`src/rtl/simd_sum_pkg.sv`:
```
// Shared widths, word layout and stage bundles for the SIMD sum collector.
// Used by the collector top and its output FIFO.
package simd_sum_pkg;

    localparam int LANE_W    = 11;
    localparam int N_LANES   = 4;
    localparam int PAIR_W    = 12;
    localparam int SUM_W     = 13;
    localparam int WORD_W    = 57;
    localparam int TOTAL_LSB = 44;

    typedef logic [LANE_W-1:0] lane_t;

    typedef struct packed {
        logic                      vld;
        logic [PAIR_W-1:0]         p0;
        logic [PAIR_W-1:0]         p1;
        lane_t [N_LANES-1:0]       z;
    } s1_t;

    typedef struct packed {
        logic                      vld;
        logic [SUM_W-1:0]          total;
        lane_t [N_LANES-1:0]       z;
    } s2_t;

    // Lane 0 (z1) lands in the low bits, total in [WORD_W-1:TOTAL_LSB].
    function automatic logic [WORD_W-1:0] pack_word(
        input logic [SUM_W-1:0]    total,
        input lane_t [N_LANES-1:0] z
    );
        return {total, z};
    endfunction

endpackage

```
`src/rtl/simd_sum_fifo.sv`:
```
// Synchronous first-word-fall-through FIFO with occupancy counter.
// Ports: clk/rst, wr/din push, rd pop, dout head word, full/empty/count.
module simd_sum_fifo #(
    parameter int WIDTH = 57,
    parameter int DEPTH = 8,
    localparam int PTR_W = $clog2(DEPTH),
    localparam int CNT_W = PTR_W + 1
) (
    input  logic             clk,
    input  logic             rst,
    input  logic             wr,
    input  logic [WIDTH-1:0] din,
    input  logic             rd,
    output logic [WIDTH-1:0] dout,
    output logic             full,
    output logic             empty,
    output logic [CNT_W-1:0] count
);

    logic [WIDTH-1:0] mem_q [DEPTH];
    logic [WIDTH-1:0] mem_d [DEPTH];
    logic [PTR_W-1:0] wr_ptr_q, wr_ptr_d;
    logic [PTR_W-1:0] rd_ptr_q, rd_ptr_d;
    logic [CNT_W-1:0] count_q, count_d;
    logic             wr_ok;
    logic             rd_ok;

    assign full  = (count_q == CNT_W'(DEPTH));
    assign empty = (count_q == '0);
    assign count = count_q;
    assign dout  = mem_q[rd_ptr_q];

    assign rd_ok = rd & ~empty;
    // When full, a same-cycle pop frees the head slot, which is exactly
    // where the write pointer sits, so the write may proceed.
    assign wr_ok = wr & (~full | rd_ok);

    always_comb begin
        mem_d    = mem_q;
        wr_ptr_d = wr_ptr_q;
        rd_ptr_d = rd_ptr_q;
        count_d  = count_q;
        if (wr_ok) begin
            mem_d[wr_ptr_q] = din;
            wr_ptr_d        = wr_ptr_q + PTR_W'(1);
        end
        if (rd_ok) begin
            rd_ptr_d = rd_ptr_q + PTR_W'(1);
        end
        unique case ({wr_ok, rd_ok})
            2'b10:   count_d = count_q + CNT_W'(1);
            2'b01:   count_d = count_q - CNT_W'(1);
            default: count_d = count_q;
        endcase
    end

    always_ff @(posedge clk) begin
        if (rst) begin
            for (int i = 0; i < DEPTH; i++) begin
                mem_q[i] <= '0;
            end
            wr_ptr_q <= '0;
            rd_ptr_q <= '0;
            count_q  <= '0;
        end else begin
            mem_q    <= mem_d;
            wr_ptr_q <= wr_ptr_d;
            rd_ptr_q <= rd_ptr_d;
            count_q  <= count_d;
        end
    end

endmodule

```
`src/rtl/simd_sum_collector.sv`:
```
// Collects 4 SIMD lane sums, reduces them to a total in two stages and
// buffers packed words; ap_fifo read port plus backpressure/drop status.
module simd_sum_collector
    import simd_sum_pkg::*;
#(
    parameter int DEPTH        = 8,
    parameter int AFULL_MARGIN = 2,
    localparam int CNT_W       = $clog2(DEPTH) + 1
) (
    input  logic              ap_clk,
    input  logic              ap_rst,
    input  logic              ap_ce,
    input  logic [LANE_W-1:0] z1,
    input  logic [LANE_W-1:0] z2,
    input  logic [LANE_W-1:0] z3,
    input  logic [LANE_W-1:0] z4,
    input  logic              z_vld,
    output logic [WORD_W-1:0] dout,
    output logic              empty_n,
    input  logic              read,
    output logic              almost_full,
    output logic              overflow,
    output logic [15:0]       drop_cnt,
    output logic [CNT_W-1:0]  occupancy
);

    s1_t         s1_q, s1_d;
    s2_t         s2_q, s2_d;
    logic        overflow_q, overflow_d;
    logic [15:0] drop_cnt_q, drop_cnt_d;
    logic        wr;
    logic        rd;
    logic        full;
    logic        empty;
    logic        drop;

    always_comb begin
        s1_d = s1_q;
        s2_d = s2_q;
        if (ap_ce) begin
            s1_d.vld   = z_vld;
            s1_d.p0    = PAIR_W'(z1) + PAIR_W'(z2);
            s1_d.p1    = PAIR_W'(z3) + PAIR_W'(z4);
            s1_d.z     = {z4, z3, z2, z1};
            s2_d.vld   = s1_q.vld;
            s2_d.total = SUM_W'(s1_q.p0) + SUM_W'(s1_q.p1);
            s2_d.z     = s1_q.z;
        end
    end

    // S2 only changes under ap_ce, so gating the write with ap_ce
    // writes each S2 word exactly once.
    assign wr   = s2_q.vld & ap_ce;
    assign rd   = read & empty_n;
    assign drop = wr & full & ~rd;

    always_comb begin
        overflow_d = overflow_q | drop;
        drop_cnt_d = drop_cnt_q;
        if (drop && drop_cnt_q != 16'hFFFF) begin
            drop_cnt_d = drop_cnt_q + 16'd1;
        end
    end

    always_ff @(posedge ap_clk) begin
        if (ap_rst) begin
            s1_q       <= '0;
            s2_q       <= '0;
            overflow_q <= 1'b0;
            drop_cnt_q <= '0;
        end else begin
            s1_q       <= s1_d;
            s2_q       <= s2_d;
            overflow_q <= overflow_d;
            drop_cnt_q <= drop_cnt_d;
        end
    end

    simd_sum_fifo #(
        .WIDTH (WORD_W),
        .DEPTH (DEPTH)
    ) u_fifo (
        .clk   (ap_clk),
        .rst   (ap_rst),
        .wr    (wr),
        .din   (pack_word(s2_q.total, s2_q.z)),
        .rd    (rd),
        .dout  (dout),
        .full  (full),
        .empty (empty),
        .count (occupancy)
    );

    assign empty_n     = ~empty;
    assign almost_full = (occupancy >= CNT_W'(DEPTH - AFULL_MARGIN));
    assign overflow    = overflow_q;
    assign drop_cnt    = drop_cnt_q;

endmodule

```
`config.mk`:
```
export PLATFORM = sky130hd
export DESIGN_NAME = simd_sum_collector
export DESIGN_NICKNAME = d
export VERILOG_FILES = /design/src/rtl/simd_sum_pkg.sv /design/src/rtl/simd_sum_fifo.sv /design/src/rtl/simd_sum_collector.sv
export SDC_FILE = /design/constraint.sdc
export NUM_CORES = 1
export LEC_CHECK = 0
export CORE_AREA = 2 2 261 263
export CTS_BUF_LIST = sky130_fd_sc_hd__clkbuf_2 sky130_fd_sc_hd__clkbuf_4 sky130_fd_sc_hd__clkbuf_8
export DETAILED_ROUTE_END_ITERATION = 10
export DIE_AREA = 0 0 263 265
export GPL_ROUTABILITY_DRIVEN = 0
export PLACE_DENSITY = 0.66
export SYNTH_ARGS = -nofsm -noshare
export SYNTH_HDL_FRONTEND = slang
export SYNTH_SLANG_ARGS = --single-unit
```
`constraint.sdc`:
```
create_clock -name ap_clk -period 2.7 [get_ports ap_clk]
set_input_delay 0.54 -clock ap_clk [delete_from_list [all_inputs] [get_ports ap_clk]]
set_output_delay 0.54 -clock ap_clk [all_outputs]
set_load 0.05 [all_outputs]
```
# Word level (Yosys, flattened, before mapping)

Cells that the tools add are included.

Register bits: 610
Output and inout port bits: 80
Word-level logic and storage cells: 66

Add/subtract/negate cells: 8
Order comparisons: 4
Equal/unequal tests: 4
Muxes and demuxes: 7
Bitwise gates (word level): 13
Reduce and logical (&&, ||, !) cells: 4

Operator list:

| kind                                                                          | count |
|---|---|
| 456-bit bitwise mux                                                           | 1 |
| 57-bit binary-select mux with 3-bit select                                    | 1 |
| 57-bit demux with 3-bit select                                                | 1 |
| 57-bit two-way mux                                                            | 3 |
| 11-bit by 11-bit adder with 12-bit output                                     | 2 |
| 16-bit by 1-bit adder with 16-bit output (second input constant)              | 1 |
| 16-bit != test (second input constant)                                        | 1 |
| 12-bit by 12-bit adder with 13-bit output                                     | 1 |
| 4-bit >= comparator (second input constant)                                   | 2 |
| 3-bit inverter with 4-bit output                                              | 2 |
| 4-bit case mux with 2 select lines                                            | 1 |
| 3-bit by 1-bit adder with 3-bit output (second input constant)                | 2 |
| 1-bit bitwise AND                                                             | 6 |
| 4-bit by 1-bit adder with 4-bit output (second input constant)                | 1 |
| 4-bit equality test (second input constant)                                   | 1 |
| 4-bit by 3-bit >= comparator with 1-bit output (second input constant)        | 1 |
| 4-bit logical NOT                                                             | 1 |
| 4-bit by 1-bit less-than comparator with 1-bit output (second input constant) | 1 |
| 4-bit by 1-bit subtractor with 4-bit output (second input constant)           | 1 |
| 1-bit inverter                                                                | 3 |
| 2-bit by 1-bit equality test with 1-bit output (second input constant)        | 1 |
| 2-bit equality test (second input constant)                                   | 1 |
| 1-bit logical AND                                                             | 2 |
| 1-bit OR                                                                      | 2 |
| 2-bit nonzero test                                                            | 1 |

# Logic depth before layout (Yosys ltp)

Depth after elaboration: 8
Mapped depth: 9

# Modules after synthesis

Synthesis repeated with hierarchy kept, for this count alone.

Cell total of the unflattened synthesis: 3023
Area, all modules: 26713.1 µm²

By module, submodules not included:

| module             | times used | cells an instance | area each (µm²) |
|---|---|---|---|
| simd_sum_fifo      | 1          | 2314              | 20031.7 |
| simd_sum_collector | 1          | 709               | 6681.4 |

# Worst setup path after synthesis

Ideal clock, no wire load.

Path kind: reg2out
Start point: reg u_fifo.rd_ptr_q[0]
End point: out dout[34]
Arrival: 1.994 ns
Data required time: 2.160 ns
Slack: 0.166 ns
Stages on the path, launching flop included: 5
Path buffers: 2
Cell sequence: dfxtp_1 > clkbuf_1 > clkbuf_1 > mux4_2 > mux2_2

Cells in the longest elaborated chain, start to end: 4

Ends and longest elaborated chain:

| what                                                   | RTL line                 | text |
|---|---|---|
| start: declaration                                     | simd_sum_fifo.sv:23      | `logic [PTR_W-1:0] rd_ptr_q, rd_ptr_d;` |
| start signal: assignment                               | simd_sum_fifo.sv:68      | `rd_ptr_q <= rd_ptr_d;` |
| 3-bit inverter with 4-bit output (not written as such) | simd_sum_fifo.sv:31      | `assign dout = mem_q[rd_ptr_q];` |
| 57-bit binary-select mux with 3-bit select             | simd_sum_fifo.sv:31      |  |
| 57-bit two-way mux (not written as such) (2 in series) | simd_sum_fifo.sv:31      |  |
| end: declaration                                       | simd_sum_collector.sv:18 | `output logic [WORD_W-1:0] dout,` |

No other way between the ends. The select of a mux whose other input is x is not followed.

# Final worst setup path

Start point: reg u_fifo.rd_ptr_q[0]
End point: out dout[17]

The elaborated chain is that of the path after synthesis.

==> reports/qor.csv <==
stage;metric;value;unit
outcome;run_status;finished, violations left;
outcome;violations;negative setup slack;
yosys;number_of_synthesized_flops_with_an_enable_pin;0;
worst_setup_path;worst-endpoint-required;2.16;ns
global_route;antenna_found_initial;3;
floorplan;die-width;263;um
worst_setup_path;critical_path.reg2reg.startpoint;s1_q[44]$_SDFFE_PP0P_;
route;drt_drc_violations_left;0;
cts;cts_max_level;3;
pwr;powerDensity;651;nW/um^2
worst_setup_path;timing.critical_path.slowest_cell_delay;0.51;ns
timing;max_slew_violation_total_from_the_final_report;0;
timing;setup_ws;-0.313;ns
timing;final-setup-viol-count;57;
yosys;async_flop_share;0;
yosys;syn_area;26400;um^2
placement;port-buffer-count;128;
min_path;hold_path.class;in2reg;
worst_setup_path;crit_arrival;2.47;ns
route;drt_wl_total;77.0;mm
cts;cts.root.buffer_cell;clkbuf_8;
floorplan;die-area;69700;um^2
timing;hold_slack;0.311;ns
worst_setup_path;end_kind;output pin;
worst_setup_path;cell_breakdown_of_the_critical_path;buf_4 > buf_12 > clkbuf_16 > mux4_2 > mux2_4 > buf_6;
yosys;synthMostInstantiatedCell;nand2_1;
cts;cts_buffers;99;
yosys;yosysWarnings;0;
worst_setup_path;timing.critical_path.from_type;flop;
floorplan;floorplan.die.height;265;um
yosys;synthDominantAreaCellType;dfxtp_1;
pwr;finalPower;0.0207;W
yosys;synth-main-ff-cell;dfxtp_1;
global_route;grt_max_degree;100;
floorplan;top_level_ports;129;
placement;placement.setup.worst_slack;-0.137;ns
flow_run;max_cap_viol_count;0;
cts;clock_latency_late_sink;0.71;ns
route;vias;21700;
timing;worst-slew-pin-transition;0.626;ns
cts;clk_pin_slew_worst_paths;0.06;ns
worst_setup_path;timing.critical_path.max_delay_family;multiplexers;
global_route;grt_pass1_vias;20900;
timing;setup_repair_after_global_routing_missed_its_margin;true;
min_path;holdCritStartpoint;ap_rst;
finish;synthToLayoutAreaGrowth;20.4;%
route;route.detailed.wl_per_inst;19.0;um
worst_setup_path;cp_slowest_cell;mux4_2;
pwr;p_leak;11.3;nW
finish;fraction_of_final_layout_cells_sized_beyond_drive_strength_1;0.179;
worst_setup_path;crit_buf_inv;4;
route;post_drt_via_cell_ratio;5.34;
global_route;globalRouteTotalUtil;0.215;
global_route;grt_pass1_wl;119;mm
yosys;postSynthNetCount;3120;
finish;postLayoutCellArea;31800;um^2
route;initialDrtViolationCount;1673;
worst_setup_path;worst-path-max-fanout;8;
cts;cts_tree;built;
timing;timing.final.crit_period;3.01;ns
cts;clock_tree.buffer_depth;3;
route;firstDrtPassIters;6;
yosys;synth_largest_type_area_fraction;0.462;
placement;dp.final_hpwl;47.1;mm
floorplan;floorplan.rows;95;
yosys;netlist-cell-type-count;66;
timing;max_slew_margin;0.578;
pwr;worst_ir_drop_vdd;0.000344;V
worst_setup_path;worst_setup_path_type;reg2out;
route;detail-route-antenna-nets;0;
timing;hold_viol;0;
worst_setup_path;setup.worst_path.start;u_fifo.rd_ptr_q[0]$_SDFFE_PP0P_;
yosys;ys_ff_latch;610;
timing;fin_worst_skew;0.0470;ns
yosys;netlist_top_cells_area;dfxtp_1 (46%), nand2_1 (13%), mux4_2 (9.7%), a21oi_1 (9.0%), mux2i_1 (4.1%);
global_route;remaining_global_route_overflow;0;
cts;numClockSinks;610;
yosys;synthTopCellsByCount;nand2_1 (946), dfxtp_1 (610), a21oi_1 (477);
finish;layout_utilization;0.477;
floorplan;core;66800;um^2
placement;placed_cell_area;29100;um^2
yosys;synthesis.area_per_instance;8.73;um^2
timing;fin_crit_sh;1.12;
timing;fmaxAchievable;332;MHz
floorplan;start_util;0.396;
yosys;syn_inst;3030;
finish;finalNetCount;3202;
cts;cts_hold_buffers;0;
yosys;synth_seq_area_share;0.462;
-- through the flow --
stage,instances,TNS [ns]
after CTS,4048,-18.88
after detailed placement,3870,-0.457
final,4056,-15.39
after global routing,4056,-19.40
after floorplan,3030,0
after global placement,3870,-0.421
-- where the power goes --
group / total [W] / internal (W) / switching (W)
Combinational: 0.00287 / 0.00141 / 0.00146
Clock: 0.00848 / 0.00475 / 0.00373
Sequential: 0.00939 / 0.00915 / 0.000235
Total: 0.0207 / 0.0153 / 0.00543
-- what timing repair did --
item                                    in CTS  in global routing
pin swaps                                    0                  0
cloned                                       1                  4
gates resized for setup                     93                 30
buffers inserted                             6                  4
endpoints found under the setup margin      59                 59
-- layout make-up --
class	instances	area, um^2
fill	6312	35000
inverter	9	33.8
timing repair buffer	260	3110
clock buffer	156	1900
multi-input combinational	2132	13300
antenna	1	2.50
sequential	610	12200
tap	873	1090
clock inverter	15	186
-- path summary, 6_finish.rpt --
kind | to | slack, ns | cells past startpoint
max | dout[17] | -0.31 | 6
min | u_fifo.mem_q[53]$_SDFFE_PP0P_ | 0.31 | 2
min reg2reg | u_fifo.mem_q[66]$_SDFFE_PP0P_ | 0.45 | 2
max reg2reg | s2_q[54]$_SDFFE_PP0P_ | 0.36 | 7
-- worst register-to-register path: cells and delay by family, from the launching register on --
kind	cells	cell delay, ns
AOI/OAI and AO/OA	4	0.96
adders and majority gates	2	0.66
DFF	1	0.31
muxes	1	0.27
-- registers in the layout, summed over array words and instances, names as in the netlist --
register,count
u_fifo.count,4
u_fifo.rd_ptr_q,3
drop_cnt,16
u_fifo.wr_ptr_q,3
u_fifo.mem_q,456
s1_q,69
overflow,1
s2_q,58
-- logic make-up (layout without fill, tap and decap cells) --
logic type,after synthesis,in the layout,share of synthesized area
AO/OA/AOI/OAI,576,576,0.118
XOR/XNOR,33,33,0.0109
adder cells (fa/ha/maj),41,41,0.0203
buffers and inverters,288,440,0.0442
flip-flops,610,610,0.462
multiplexers,279,279,0.162
other,0,1,0
AND/OR/NAND/NOR,1203,1203,0.182
-- placed cells by master, fill, tap and decap left out, types with 54 or more instances in the layout --
cell,synthesis,final
clkdlybuf4s50_1,0,64
nand2_1,946,943
buf_4,6,74
nor2_1,159,156
clkbuf_8,0,118
buf_6,2,54
mux4_2,114,114
dfxtp_1,610,607
a21oi_1,477,477
mux2i_1,108,108
-- metal layers --
metal,global-route usage,part of all wire
met5,0,0.00036
met1,0.279,0.43
met3,0.0305,0.054
met2,0.360,0.48
met4,0.0945,0.037
(Power assumes the default switching activity.)
